--- src/rtl/sub_pkg.sv ---
// Shared types and sizing helpers for the nibble-serial subtractor.
package sub_pkg;

  localparam int unsigned NIBBLE_W = 4;

  typedef logic [1:0] state_t;

  localparam state_t IDLE = 2'd0;
  localparam state_t RUN  = 2'd1;
  localparam state_t DONE = 2'd2;

  function automatic int unsigned nibbles(input int unsigned width);
    return width / NIBBLE_W;
  endfunction

  // Counter width for idx; never narrower than one bit.
  function automatic int unsigned idx_width(input int unsigned width);
    return (nibbles(width) > 1) ? $clog2(nibbles(width)) : 1;
  endfunction

endpackage

--- src/rtl/nibble_serial_subtractor_cla4_slice.sv ---
// Combinational 4-bit carry-lookahead adder: {cout, s} = x + y + cin.
module cla4_slice (
  input  logic [3:0] x,
  input  logic [3:0] y,
  input  logic       cin,
  output logic [3:0] s,
  output logic       cout
);

  logic [3:0] g;
  logic [3:0] p;
  logic [3:0] c;

  assign g = x & y;
  assign p = x ^ y;

  // Every carry is a flat sum of products of g/p and cin; no ripple path.
  assign c[0] = cin;
  assign c[1] = g[0] | (p[0] & cin);
  assign c[2] = g[1] | (p[1] & g[0]) | (p[1] & p[0] & cin);
  assign c[3] = g[2] | (p[2] & g[1]) | (p[2] & p[1] & g[0])
              | (p[2] & p[1] & p[0] & cin);
  assign cout = g[3] | (p[3] & g[2]) | (p[3] & p[2] & g[1])
              | (p[3] & p[2] & p[1] & g[0])
              | (p[3] & p[2] & p[1] & p[0] & cin);

  assign s = p ^ c;

endmodule

--- src/rtl/nibble_serial_subtractor.sv ---
// Serial a - b - bin, one nibble per clock through a shared CLA slice.
// Define SUBTRACTOR_OVF_EN to compile in signed-overflow detection on ovf.
module nibble_serial_subtractor
  import sub_pkg::*;
#(
  parameter int unsigned WIDTH = 16
) (
  input  logic             clk,
  input  logic             rst,
  input  logic             in_valid,
  output logic             in_ready,
  input  logic [WIDTH-1:0] a,
  input  logic [WIDTH-1:0] b,
  input  logic             bin,
  output logic             out_valid,
  input  logic             out_ready,
  output logic [WIDTH-1:0] diff,
  output logic             bout,
  output logic             ovf
);

  localparam int unsigned NIBBLES = nibbles(WIDTH);
  localparam int unsigned IDX_W   = idx_width(WIDTH);

  state_t             state_q, state_n;
  logic [WIDTH-1:0]   a_q, a_n;
  logic [WIDTH-1:0]   b_q, b_n;
  logic [WIDTH-1:0]   diff_q, diff_n;
  logic [IDX_W-1:0]   idx_q, idx_n;
  logic               c_q, c_n;
  logic               bout_q, bout_n;
  logic               in_ready_q, in_ready_n;
  logic               out_valid_q, out_valid_n;
`ifdef SUBTRACTOR_OVF_EN
  logic               ovf_q, ovf_n;
`endif

  int unsigned        lo;
  logic [NIBBLE_W-1:0] a_nib;
  logic [NIBBLE_W-1:0] b_nib;
  logic [NIBBLE_W-1:0] s_nib;
  logic               cout;
  logic               last_nib;

  // Operand nibble select for the current step.
  always_comb begin
    lo    = 32'(idx_q) * NIBBLE_W;
    a_nib = a_q[lo +: NIBBLE_W];
    b_nib = b_q[lo +: NIBBLE_W];
  end

  assign last_nib = (idx_q == IDX_W'(NIBBLES - 1));

  // Subtraction as a + ~b + carry, where the carry holds the inverted borrow.
  cla4_slice u_slice (
    .x    (a_nib),
    .y    (~b_nib),
    .cin  (c_q),
    .s    (s_nib),
    .cout (cout)
  );

  // State register and datapath registers.
  always_ff @(posedge clk) begin
    if (rst) begin
      state_q     <= IDLE;
      a_q         <= '0;
      b_q         <= '0;
      diff_q      <= '0;
      idx_q       <= '0;
      c_q         <= 1'b0;
      bout_q      <= 1'b0;
      in_ready_q  <= 1'b1;
      out_valid_q <= 1'b0;
`ifdef SUBTRACTOR_OVF_EN
      ovf_q       <= 1'b0;
`endif
    end else begin
      state_q     <= state_n;
      a_q         <= a_n;
      b_q         <= b_n;
      diff_q      <= diff_n;
      idx_q       <= idx_n;
      c_q         <= c_n;
      bout_q      <= bout_n;
      in_ready_q  <= in_ready_n;
      out_valid_q <= out_valid_n;
`ifdef SUBTRACTOR_OVF_EN
      ovf_q       <= ovf_n;
`endif
    end
  end

  // Next-state and next-output logic.
  always_comb begin
    state_n = state_q;
    a_n     = a_q;
    b_n     = b_q;
    diff_n  = diff_q;
    idx_n   = idx_q;
    c_n     = c_q;
    bout_n  = bout_q;
`ifdef SUBTRACTOR_OVF_EN
    ovf_n   = ovf_q;
`endif

    case (state_q)
      IDLE: begin
        if (in_valid) begin
          a_n     = a;
          b_n     = b;
          c_n     = ~bin;
          idx_n   = '0;
          state_n = RUN;
        end
      end

      RUN: begin
        diff_n[lo +: NIBBLE_W] = s_nib;
        c_n = cout;
        if (last_nib) begin
          idx_n   = '0;
          bout_n  = ~cout;
`ifdef SUBTRACTOR_OVF_EN
          // Operands of differing sign whose result sign departs from a.
          ovf_n   = (a_q[WIDTH-1] != b_q[WIDTH-1]) && (s_nib[NIBBLE_W-1] != a_q[WIDTH-1]);
`endif
          state_n = DONE;
        end else begin
          idx_n = idx_q + IDX_W'(1);
        end
      end

      DONE: begin
        if (out_ready) begin
          state_n = IDLE;
        end
      end

      default: begin
        state_n = IDLE;
      end
    endcase

    in_ready_n  = (state_n == IDLE);
    out_valid_n = (state_n == DONE);
  end

  assign in_ready  = in_ready_q;
  assign out_valid = out_valid_q;
  assign diff      = diff_q;
  assign bout      = bout_q;
`ifdef SUBTRACTOR_OVF_EN
  assign ovf       = ovf_q;
`else
  assign ovf       = 1'b0;
`endif

endmodule

--- config.mk ---
export PLATFORM = sky130hd
export DESIGN_NAME = nibble_serial_subtractor
export DESIGN_NICKNAME = d
export VERILOG_FILES = /design/src/rtl/sub_pkg.sv /design/src/rtl/nibble_serial_subtractor_cla4_slice.sv /design/src/rtl/nibble_serial_subtractor.sv
export SDC_FILE = /design/constraint.sdc
export NUM_CORES = 1
export LEC_CHECK = 0
export ABC_AREA = 1
export BUFFER_PORTS_ARGS = -buffer_cell sky130_fd_sc_hd__buf_2
export CAP_MARGIN = 20
export CORE_UTILIZATION = 29
export CTS_CLUSTER_DIAMETER = 120
export CTS_CLUSTER_SIZE = 28
export DETAILED_ROUTE_END_ITERATION = 8
export GPL_TIMING_DRIVEN = 1
export PLACE_DENSITY_LB_ADDON = 0.3
export SLEW_MARGIN = 20
export SYNTH_ARGS = -nofsm -noshare
export SYNTH_HDL_FRONTEND = slang
export SYNTH_SLANG_ARGS = --single-unit
--- constraint.sdc ---
create_clock -name clk -period 2.85 [get_ports clk]
set_input_delay 0.57 -clock clk [delete_from_list [all_inputs] [get_ports clk]]
set_output_delay 0.57 -clock clk [all_outputs]
set_load 0.01 [all_outputs]
==> flow_summary.json, run 1 <==
{
  "status": "finished, final reports clean",
  "peakVddDrop_uv": 200,
  "ant_nets": 0,
  "yosysUniqueCellTypes": 31,
  "maxCapViolations": 0,
  "setup_tns_ps": 0,
  "synthAdderAreaFrac": 0.0619,
  "leakage_nw": 1.29,
  "drc_errors": 0,
  "routed_wl_mm": 5.84,
  "avgSynthCellArea_um2": 7.51,
  "rows": 33,
  "end_kind": "flop",
  "hold_path.class": "reg2reg",
  "synth_compound_gate_area_share": 0.162,
  "seqPwrFrac": 0.514,
  "n_antenna_cell": 0,
  "cts_tree": "yes",
  "cts_root_buf": "clkbuf_8",
  "gr-total-overflow": 0,
  "antenna_found_initial": 0,
  "yosys_warnings": 0,
  "ys_ff_latch": 56,
  "synth_mux_area_frac": 0,
  "cts_hold_buf": 0,
  "switching_share": 0.297,
  "syn_inst": 339,
  "cts_setup_buffers": 0,
  "placed_area_um2": 2900,
  "drt_iter0_drc": 121,
  "power.internal_mw": 1.18,
  "cts_buffers": 5,
  "vias": 2281,
  "start_kind": "flop",
  "portBuffers": 55,
  "gp_congestion": 0.850,
  "p_clk_frac": 0.275,
  "slew_viol_final": 0,
  "die_height_um": 95.7,
  "grtUsageTotal": 0.140,
  "numClockSinks": 56,
  "drive_gt1_frac": 0.220,
  "cp_max_fo": 16,
  "finalCriticalPeriod_ps": 2490,
  "cts-resized-gates": 0,
  "critPathKind": "reg2reg",
  "firstDrtPassIters": 4,
  "die-area_um2": 9150,
  "cts_buffer_depth": 2,
  "grt_max_degree": 35,
  "clk_pin_slew_ps": 90,
  "synthSimpleGateAreaFrac": 0.266,
  "fmax_mhz": 401,
  "tightest_slew_ps": 783,
  "synth_top_family_by_area": "simple AND/OR/NAND/NOR gates",
  "synth_area_um2": 2540,
  "ctsHtreeMaxLevel": 2,
  "rsz0062_at_grt": "no",
  "power_switching_mw": 0.498,
  "finalSetupViolCount": 0,
  "design_area_um2": 3000,
  "viasPerCell": 4.64,
  "period_share": 0.875,
  "die_width_um": 95.7,
  "grt_pass1_wl_mm": 9.89,
  "n_fill_cell": 911,
  "slew_headroom": 0.477,
  "post_drt_wl_per_cell_um": 11.9,
  "area_growth_pct": 17.7,
  "start_util": 0.305,
  "first_global_vias": 2141,
  "cp.arrival_ps": 2740,
  "core_um2": 8340,
  "report.final.hold_viol_count": 0,
  "fin_nets": 436,
  "hpwl_mm": 4.43,
  "worstSkewPairLatency_ps": 310,
  "combPwrFrac": 0.211,
  "p_per_area_nw_per_um2": 560,
  "clock_skew_ps": 3.27,
  "synth_xor_area_frac": 0.00688,
  "crit_required_ps": 3100,
  "ys_seq_area_frac": 0.441,
  "ioPinCount": 57,
  "syn-num-nets": 388
}
## worst max-delay path, stage by stage (launching register included)
cell	delay, ps
dfxtp_1	390
inv_1	380
a21oi_1	70
a32oi_1	320
inv_1	110
fa_1	410
xor2_1	200
nor3_1	330
nand2_1	100
a21oi_1	130
## power groups by stage
stage	Sequential (mW)	Clock, mW	Combinational (mW)
finish	0.862	0.461	0.355
CTS	0.863	0.478	0.360
global placement	0.881	0	0.354
floorplan	0.876	0	0.260
global route	0.869	0.506	0.414
detailed placement	0.882	0	0.359
## flip-flops by register name, summed over array words and instances (netlist names)
register	flops
state_q	2
a_q	16
b_q	16
bout	1
out_valid	1
c_q	1
idx_q	2
in_ready	1
diff	16
## placed cells by master (no fill, tap or decap), types with 2 or more instances in the layout
master,Yosys,final
a32oi_1,3,3
nand2_2,2,2
nand2_1,48,48
o21ai_0,40,40
nor2_2,7,7
dfxtp_1,56,56
o22ai_1,3,3
a32o_1,3,3
inv_1,16,16
ha_1,11,11
clkbuf_8,0,7
buf_4,1,3
nand4_1,4,4
inv_2,5,5
nand3_1,6,6
xor2_1,2,2
nor2_1,82,82
nor3_1,2,2
buf_2,6,55
a21oi_1,20,20
a22oi_1,2,2
## cells by family (layout without fill, tap and decap cells)
group | after synthesis | count (layout)
XOR/XNOR | 2 | 2
other | 1 | 1
AND/OR/NAND/NOR | 156 | 156
buffers and inverters | 38 | 86
adder cells (fa/ha/maj) | 12 | 12
flip-flops | 56 | 56
AO/OA/AOI/OAI | 74 | 74
## area by class of cell
| type | instances | area, µm² | share of cell area |
|---|---|---|---|
| multi-input combinational | 245 | 1270 | 0.424 |
| clock buffer | 7 | 96.3 | 0.0322 |
| inverter | 21 | 78.8 | 0.0263 |
| timing repair buffer | 58 | 298 | 0.0994 |
| tap | 105 | 131 | 0.0439 |
| sequential | 56 | 1120 | 0.374 |
## per-layer routing
metal	routed length, µm	global-route usage	vias to the layer above
met2	2720	0.234	38
li1	-	-	1202
met4	91	0.0522	0
met5	0	0	-
met3	237	0.0271	5
met1	2790	0.177	1036
## synth_stat cells
library cell   n  area share
ha_1          11       0.054
buf_4          1      0.0030
a22oi_1        2      0.0059
a32o_1         3       0.012
inv_2          5      0.0074
nor2_1        82        0.12
a21oi_2        1      0.0034
nor2_2         7       0.017
a31oi_1        1      0.0025
nand2_1       48       0.071
clkbuf_1      10       0.015
o21ai_0       40       0.079
o22ai_1        3      0.0074
nand3_2        1      0.0039
a21oi_1       20       0.039
dfxtp_1       56        0.44
or2_2          1      0.0025
xor2_1         2      0.0069
a32oi_1        3       0.010
fa_1           1      0.0079
nand2_4        1      0.0044
nor3_1         2      0.0039
conb_1         1      0.0015
nor2_8         1      0.0079
buf_2          6       0.012
nand2_2        2      0.0049
nand4_1        4      0.0098
nand3_1        6       0.012
inv_1         16       0.024
o31ai_1        1      0.0030
nor4_4         1      0.0084
## path summary, 6_finish.rpt
| check | startpoint | end | slack [ps] | depth (start not counted) |
|---|---|---|---|---|
| setup / recovery | idx_q[1] | diff[5] | 360 | 9 |
| hold / removal | diff[0] | diff[0] | 470 | 2 |
| setup reg to reg | idx_q[1] | diff[5] | 360 | 9 |
| hold reg to reg | diff[0] | diff[0] | 470 | 2 |
## through the flow
step	power [mW]	util	hold WS, ps	setup slack (ps)	instances
2_1_floorplan	1.14	-	450	703	339
3_3_place_gp	1.24	0.348	452	506	485
3_5_place_dp	1.24	0.348	457	439	485
4_1_cts	1.70	0.359	471	405	492
5_1_grt	1.79	0.359	486	214	492
6_report	1.68	0.359	468	356	492
Note: power is estimated with default switching activity, not from simulation.
==> run 2, diff against run 1 <==
ABC_AREA = unset   (was 1)
CORE_MARGIN = 2   (was unset)
==> flow_summary.json, run 2 <==
{
  "hold_path_depth": 2,
  "final_common_cell": "nand2_1",
  "drive_gt1_frac": 0.248,
  "cts-resized-gates": 0,
  "ctsHtreeMaxLevel": 2,
  "die-area_um2": 9380,
  "finalSetupViolCount": 0,
  "portBuffers": 55,
  "rsz0062_at_grt": "no",
  "cp_top_family": "compound AO/OA/AOI/OAI gates",
  "hpwl_mm": 4.25,
  "antenna_found_initial": 0,
  "grt_pass1_wl_mm": 9.45,
  "drc_errors": 0,
  "maxCapViolations": 0,
  "syn_inst": 280,
  "fmax_mhz": 388,
  "gp_congestion": 0.837,
  "drt_iter0_drc": 61,
  "critPathKind": "reg2reg",
  "most-common-layout-cells": "nand2_1, dfxtp_1, buf_2, a21oi_1, nor2_1",
  "synth_edf_count": 0,
  "cts_tree": "yes",
  "path_buf_inv": 2,
  "synth_area_um2": 2500,
  "start_util": 0.301,
  "regToRegSetupSlack_ps": 270,
  "power.internal_mw": 1.12,
  "critPathMaxStageDelay_ps": 560,
  "switching_share": 0.290,
  "p_per_area_nw_per_um2": 532,
  "synth_ff_type": "dfxtp_1",
  "fin_nets": 379,
  "slew_headroom": 0.599,
  "end_kind": "flop",
  "cts_buffers": 5,
  "viasPerCell": 4.80,
  "reg2regPathDepth": 8,
  "clk_pin_slew_ps": 110,
  "first_global_vias": 1982,
  "synth_top_area_share": 0.448,
  "cp.arrival_ps": 2760,
  "cts_hold_buf": 0,
  "hold_path.class": "reg2reg",
  "period_share": 0.904,
  "area_growth_pct": 18.5,
  "slew_viol_final": 0,
  "power_switching_mw": 0.458,
  "ys_top_cells_by_area": "dfxtp_1, nand2_1, a21oi_1, mux4_2, ha_1",
  "yosysTopAreaCell": "dfxtp_1",
  "combPwrFrac": 0.179,
  "ys_seq_area_frac": 0.448,
  "yosys_warnings": 0,
  "cts_root_buf": "clkbuf_8",
  "rows": 33,
  "ioPinCount": 57,
  "finalCriticalPeriod_ps": 2580,
  "holdCritStartpoint": "diff[5]",
  "yosysUniqueCellTypes": 40,
  "r2r_end": "diff[3]",
  "die_width_um": 96.9,
  "clock_skew_ps": 9.96,
  "regToRegStartpoint": "idx_q[0]",
  "crit_chain": "buf_4 -> mux4_2 -> inv_1 -> ha_1 -> a211o_1 -> a21oi_1 -> xor2_1 -> o31ai_1",
  "power_mw": 1.58,
  "synth_common_cells": "nand2_1, dfxtp_1, a21oi_1",
  "core_um2": 8300,
  "leakage_nw": 1.23,
  "grtUsageTotal": 0.122,
  "slowest_stage": "mux4_2",
  "async_flop_share": 0,
  "ant_nets": 0,
  "firstDrtPassIters": 4,
  "cp_max_fo": 11,
  "numClockSinks": 56,
  "peakVddDrop_uv": 224,
  "n_antenna_cell": 0,
  "syn-num-nets": 329,
  "report.final.hold_viol_count": 0,
  "routed_wl_mm": 5.77,
  "crit_required_ps": 3030,
  "vias": 2092,
  "p_clk_frac": 0.286,
  "post_drt_wl_per_cell_um": 13.2,
  "cts_setup_buffers": 0,
  "ys_ff_latch": 56,
  "avgSynthCellArea_um2": 8.93,
  "start_kind": "flop",
  "status": "finished, final reports clean",
  "tightest_slew_ps": 601,
  "cts_buffer_depth": 2,
  "seqPwrFrac": 0.535,
  "worstSkewPairLatency_ps": 310,
  "holdPathEnd": "diff[5]",
  "setup_tns_ps": 0,
  "gr-total-overflow": 0,
  "synth.most_common_cell": "nand2_1",
  "die_height_um": 96.9,
  "grt_max_degree": 35
}
-- run 2: changes by cell type after synthesis, moves of 8 or more --
| cell | previous run | this run |
|---|---|---|
| nand2_1 | 48 | 74 |
| nand3b_1 | 0 | 8 |
| inv_1 | 16 | 8 |
| a21oi_1 | 20 | 37 |
| o21ai_0 | 40 | 1 |
| mux4_2 | 0 | 8 |
| nor2_1 | 82 | 15 |
-- run 2: power groups by stage --
stage	clock network [mW]	registers [mW]	logic, mW
2_1_floorplan	0	0.860	0.195
3_3_place_gp	0	0.863	0.279
3_5_place_dp	0	0.863	0.283
4_1_cts	0.462	0.845	0.285
5_1_grt	0.495	0.849	0.315
6_report	0.452	0.844	0.282
-- run 2: how the worst max path moves through the flow --
stage          depth (start not counted)  startpoint       end
3_5_place_dp                           8    idx_q[0]  diff[11]
3_3_place_gp                           8    idx_q[0]  diff[15]
4_1_cts                                8    idx_q[0]   diff[3]
6_report                               8    idx_q[0]   diff[3]
5_1_grt                                8    idx_q[0]   diff[7]
2_1_floorplan                          7    idx_q[0]  diff[11]
-- run 2: layout make-up --
cell class	count	area, µm²
flip-flops and latches	56	1120
repair buffers	61	320
well taps	105	131
clock inverters	3	22.5
fillers	891	5340
inverters	8	30.0
clock buffers	5	68.8
multi-input cells	198	1270
-- run 2: tightest hold or removal path, stage by stage, from the launching register on --
cell and delay [ps]:
dfxtp_1 320, nand2_1 50, a21oi_1 50
-- run 2: cells by family (layout without fill, tap and decap cells) --
family                   count (synthesis)  after routing  share of synthesized area
AND/OR/NAND/NOR                        112            112                      0.207
AO/OA/AOI/OAI                           63             63                      0.157
flip-flops                              56             56                      0.448
buffers and inverters                   26             77                     0.0450
adder cells (fa/ha/maj)                 12             12                     0.0630
multiplexers                             8              8                     0.0720
XOR/XNOR                                 2              2                    0.00700
other                                    1              1                    0.00150
-- run 2: through the flow --
stage | hold slack [ps] | cell area, µm² | setup slack (ps) | utilization | instances
2_1_floorplan | 433 | 2500 | 361 | - | 280
5_1_grt | 467 | 2960 | 125 | 0.357 | 436
3_3_place_gp | 444 | 2870 | 393 | 0.346 | 428
4_1_cts | 462 | 2960 | 283 | 0.357 | 436
6_report | 459 | 2960 | 274 | 0.357 | 436
3_5_place_dp | 447 | 2870 | 312 | 0.346 | 428
-- run 2: metal layers --
| metal | vias to the layer above | routed length [µm] | global-route usage |
|---|---|---|---|
| met5 | - | 0 | 0 |
| met1 | 967 | 2770 | 0.163 |
| li1 | 1058 | - | - |
| met3 | 4 | 313 | 0.0289 |
| met2 | 63 | 2640 | 0.200 |
| met4 | 0 | 44 | 0.0293 |
==> run 3, diff against run 2 <==
clock period = 2.75 ns   (was 2.85 ns; I/O delays follow)
==> flow_summary.json, run 3 (same netlist as run 2, synthesis figures left out) <==
{
  "n_antenna_cell": 0,
  "placedCellCount": 431,
  "cts_setup_buffers": 0,
  "period_share": 0.898,
  "clock_skew_ps": 5.42,
  "cts_buffers": 5,
  "cts_root_buf": "clkbuf_8",
  "multi_input_area_um2": 1270,
  "ant_nets": 0,
  "die-area_um2": 9380,
  "drive_gt1_frac": 0.255,
  "die_width_um": 96.9,
  "rsz0062_at_grt": "no",
  "crit_chain": "mux4_2 -> ha_1 -> a211o_1 -> a21oi_1 -> xor2_1 -> buf_4 -> o31ai_1",
  "cts_hold_buf": 0,
  "grt_max_degree": 54,
  "area_growth_pct": 19.1,
  "antenna_found_initial": 0,
  "cp.arrival_ps": 2690,
  "start_kind": "flop",
  "tightest_slew_ps": 947,
  "slew_headroom": 0.369,
  "start_util": 0.301,
  "status": "finished, final reports clean",
  "cp_max_fo": 10,
  "critPathKind": "reg2reg",
  "core_um2": 8300,
  "clk_pin_slew_ps": 100,
  "p_per_area_nw_per_um2": 547,
  "cts_buffer_depth": 2,
  "firstDrtPassIters": 4,
  "most-common-layout-cells": "nand2_1, dfxtp_1, buf_2, a21oi_1, nor2_1",
  "holdWs_ps": 457,
  "finalSetupViolCount": 0,
  "cts-resized-gates": 0,
  "gp_congestion": 0.808,
  "drt_iter0_drc": 76,
  "post_drt_wl_per_cell_um": 13.2,
  "regToRegStartpoint": "idx_q[0]",
  "fin_cells": 438,
  "report.final.hold_viol_count": 0,
  "maxCapViolations": 0,
  "first_global_vias": 1960,
  "portBuffers": 55,
  "setup_ws_ps": 280,
  "n_fill_cell": 869,
  "crit_start": "idx_q[0]",
  "seq_area_um2": 1120,
  "ioPinCount": 57,
  "grt_pass1_wl_mm": 9.70,
  "post-place-ws_ps": 121,
  "setup_tns_ps": 0,
  "fin_nets": 382,
  "viasPerCell": 4.69,
  "gr-total-overflow": 0,
  "drc_errors": 0,
  "slew_viol_final": 0,
  "critPathMaxStageDelay_ps": 580,
  "routed_wl_mm": 5.78,
  "slowest_stage": "mux4_2",
  "fmax_mhz": 405,
  "grtUsageTotal": 0.125,
  "leakage_nw": 1.24,
  "final_common_cell": "nand2_1",
  "die_height_um": 96.9,
  "finalCriticalPeriod_ps": 2470,
  "numClockSinks": 56,
  "crit_required_ps": 2970,
  "cts_tree": "yes",
  "worstSkewPairLatency_ps": 310,
  "holdCritStartpoint": "diff[5]",
  "end_kind": "flop",
  "rows": 33,
  "vias": 2055,
  "hold_path.class": "reg2reg",
  "ctsHtreeMaxLevel": 2,
  "hpwl_mm": 4.21,
  "peakVddDrop_uv": 223
}
## run 3: cell types whose count changed in the layout (fill, tap and decap cells not counted), sizes merged
cell | previous run | this run
buf | 61 | 64
clkinv | 2 | 1
clkinvlp | 0 | 1
inv | 9 | 8
## run 3: routing by layer
layer / up-vias / part of all wire / global-route usage / routed length (µm)
met1: 926 / 0.49 / 0.174 / 2850
met5: - / 0 / 0 / 0
li1: 1066 / - / - / -
met4: 0 / 0.0073 / 0.0228 / 42
met3: 7 / 0.054 / 0.0354 / 311
met2: 56 / 0.44 / 0.196 / 2570
## run 3: path summary, 6_finish.rpt
check / slack [ps] / endpoint / cells after the start
setup / recovery: 280 / diff[15] / 7
hold / removal: 460 / diff[5] / 2
setup reg to reg: 280 / diff[15] / 7
hold reg to reg: 460 / diff[5] / 2
## run 3: area by class of cell
type / count / share of cell area
inverters: 8 / 0.0101
multi-input cells: 198 / 0.426
clock buffers: 5 / 0.0231
well taps: 105 / 0.0441
repair buffers: 64 / 0.115
flip-flops and latches: 56 / 0.377
clock inverters: 2 / 0.00420
## run 3: worst max-delay path: cells and delay by family (launching register included)
family / cells / cell delay [ps]
fa+ha+maj: 1 / 330
mux: 1 / 580
xor+xnor: 1 / 100
buf+inv: 1 / 160
flops: 1 / 490
compound gates: 3 / 710
## run 3: power breakdown
part | leakage (nW) | switching, mW | internal, mW
registers | 0.458 | 0.0286 | 0.851
clock network | 0.0400 | 0.270 | 0.173
logic | 0.738 | 0.165 | 0.140
total | 1.24 | 0.464 | 1.16
## run 3: stage by stage
step	instance area [µm²]	total power, mW	util
2_1_floorplan	2500	1.09	-
4_1_cts	2980	1.64	0.359
3_5_place_dp	2900	1.21	0.349
5_1_grt	2980	1.72	0.359
3_3_place_gp	2900	1.20	0.349
6_report	2980	1.63	0.359
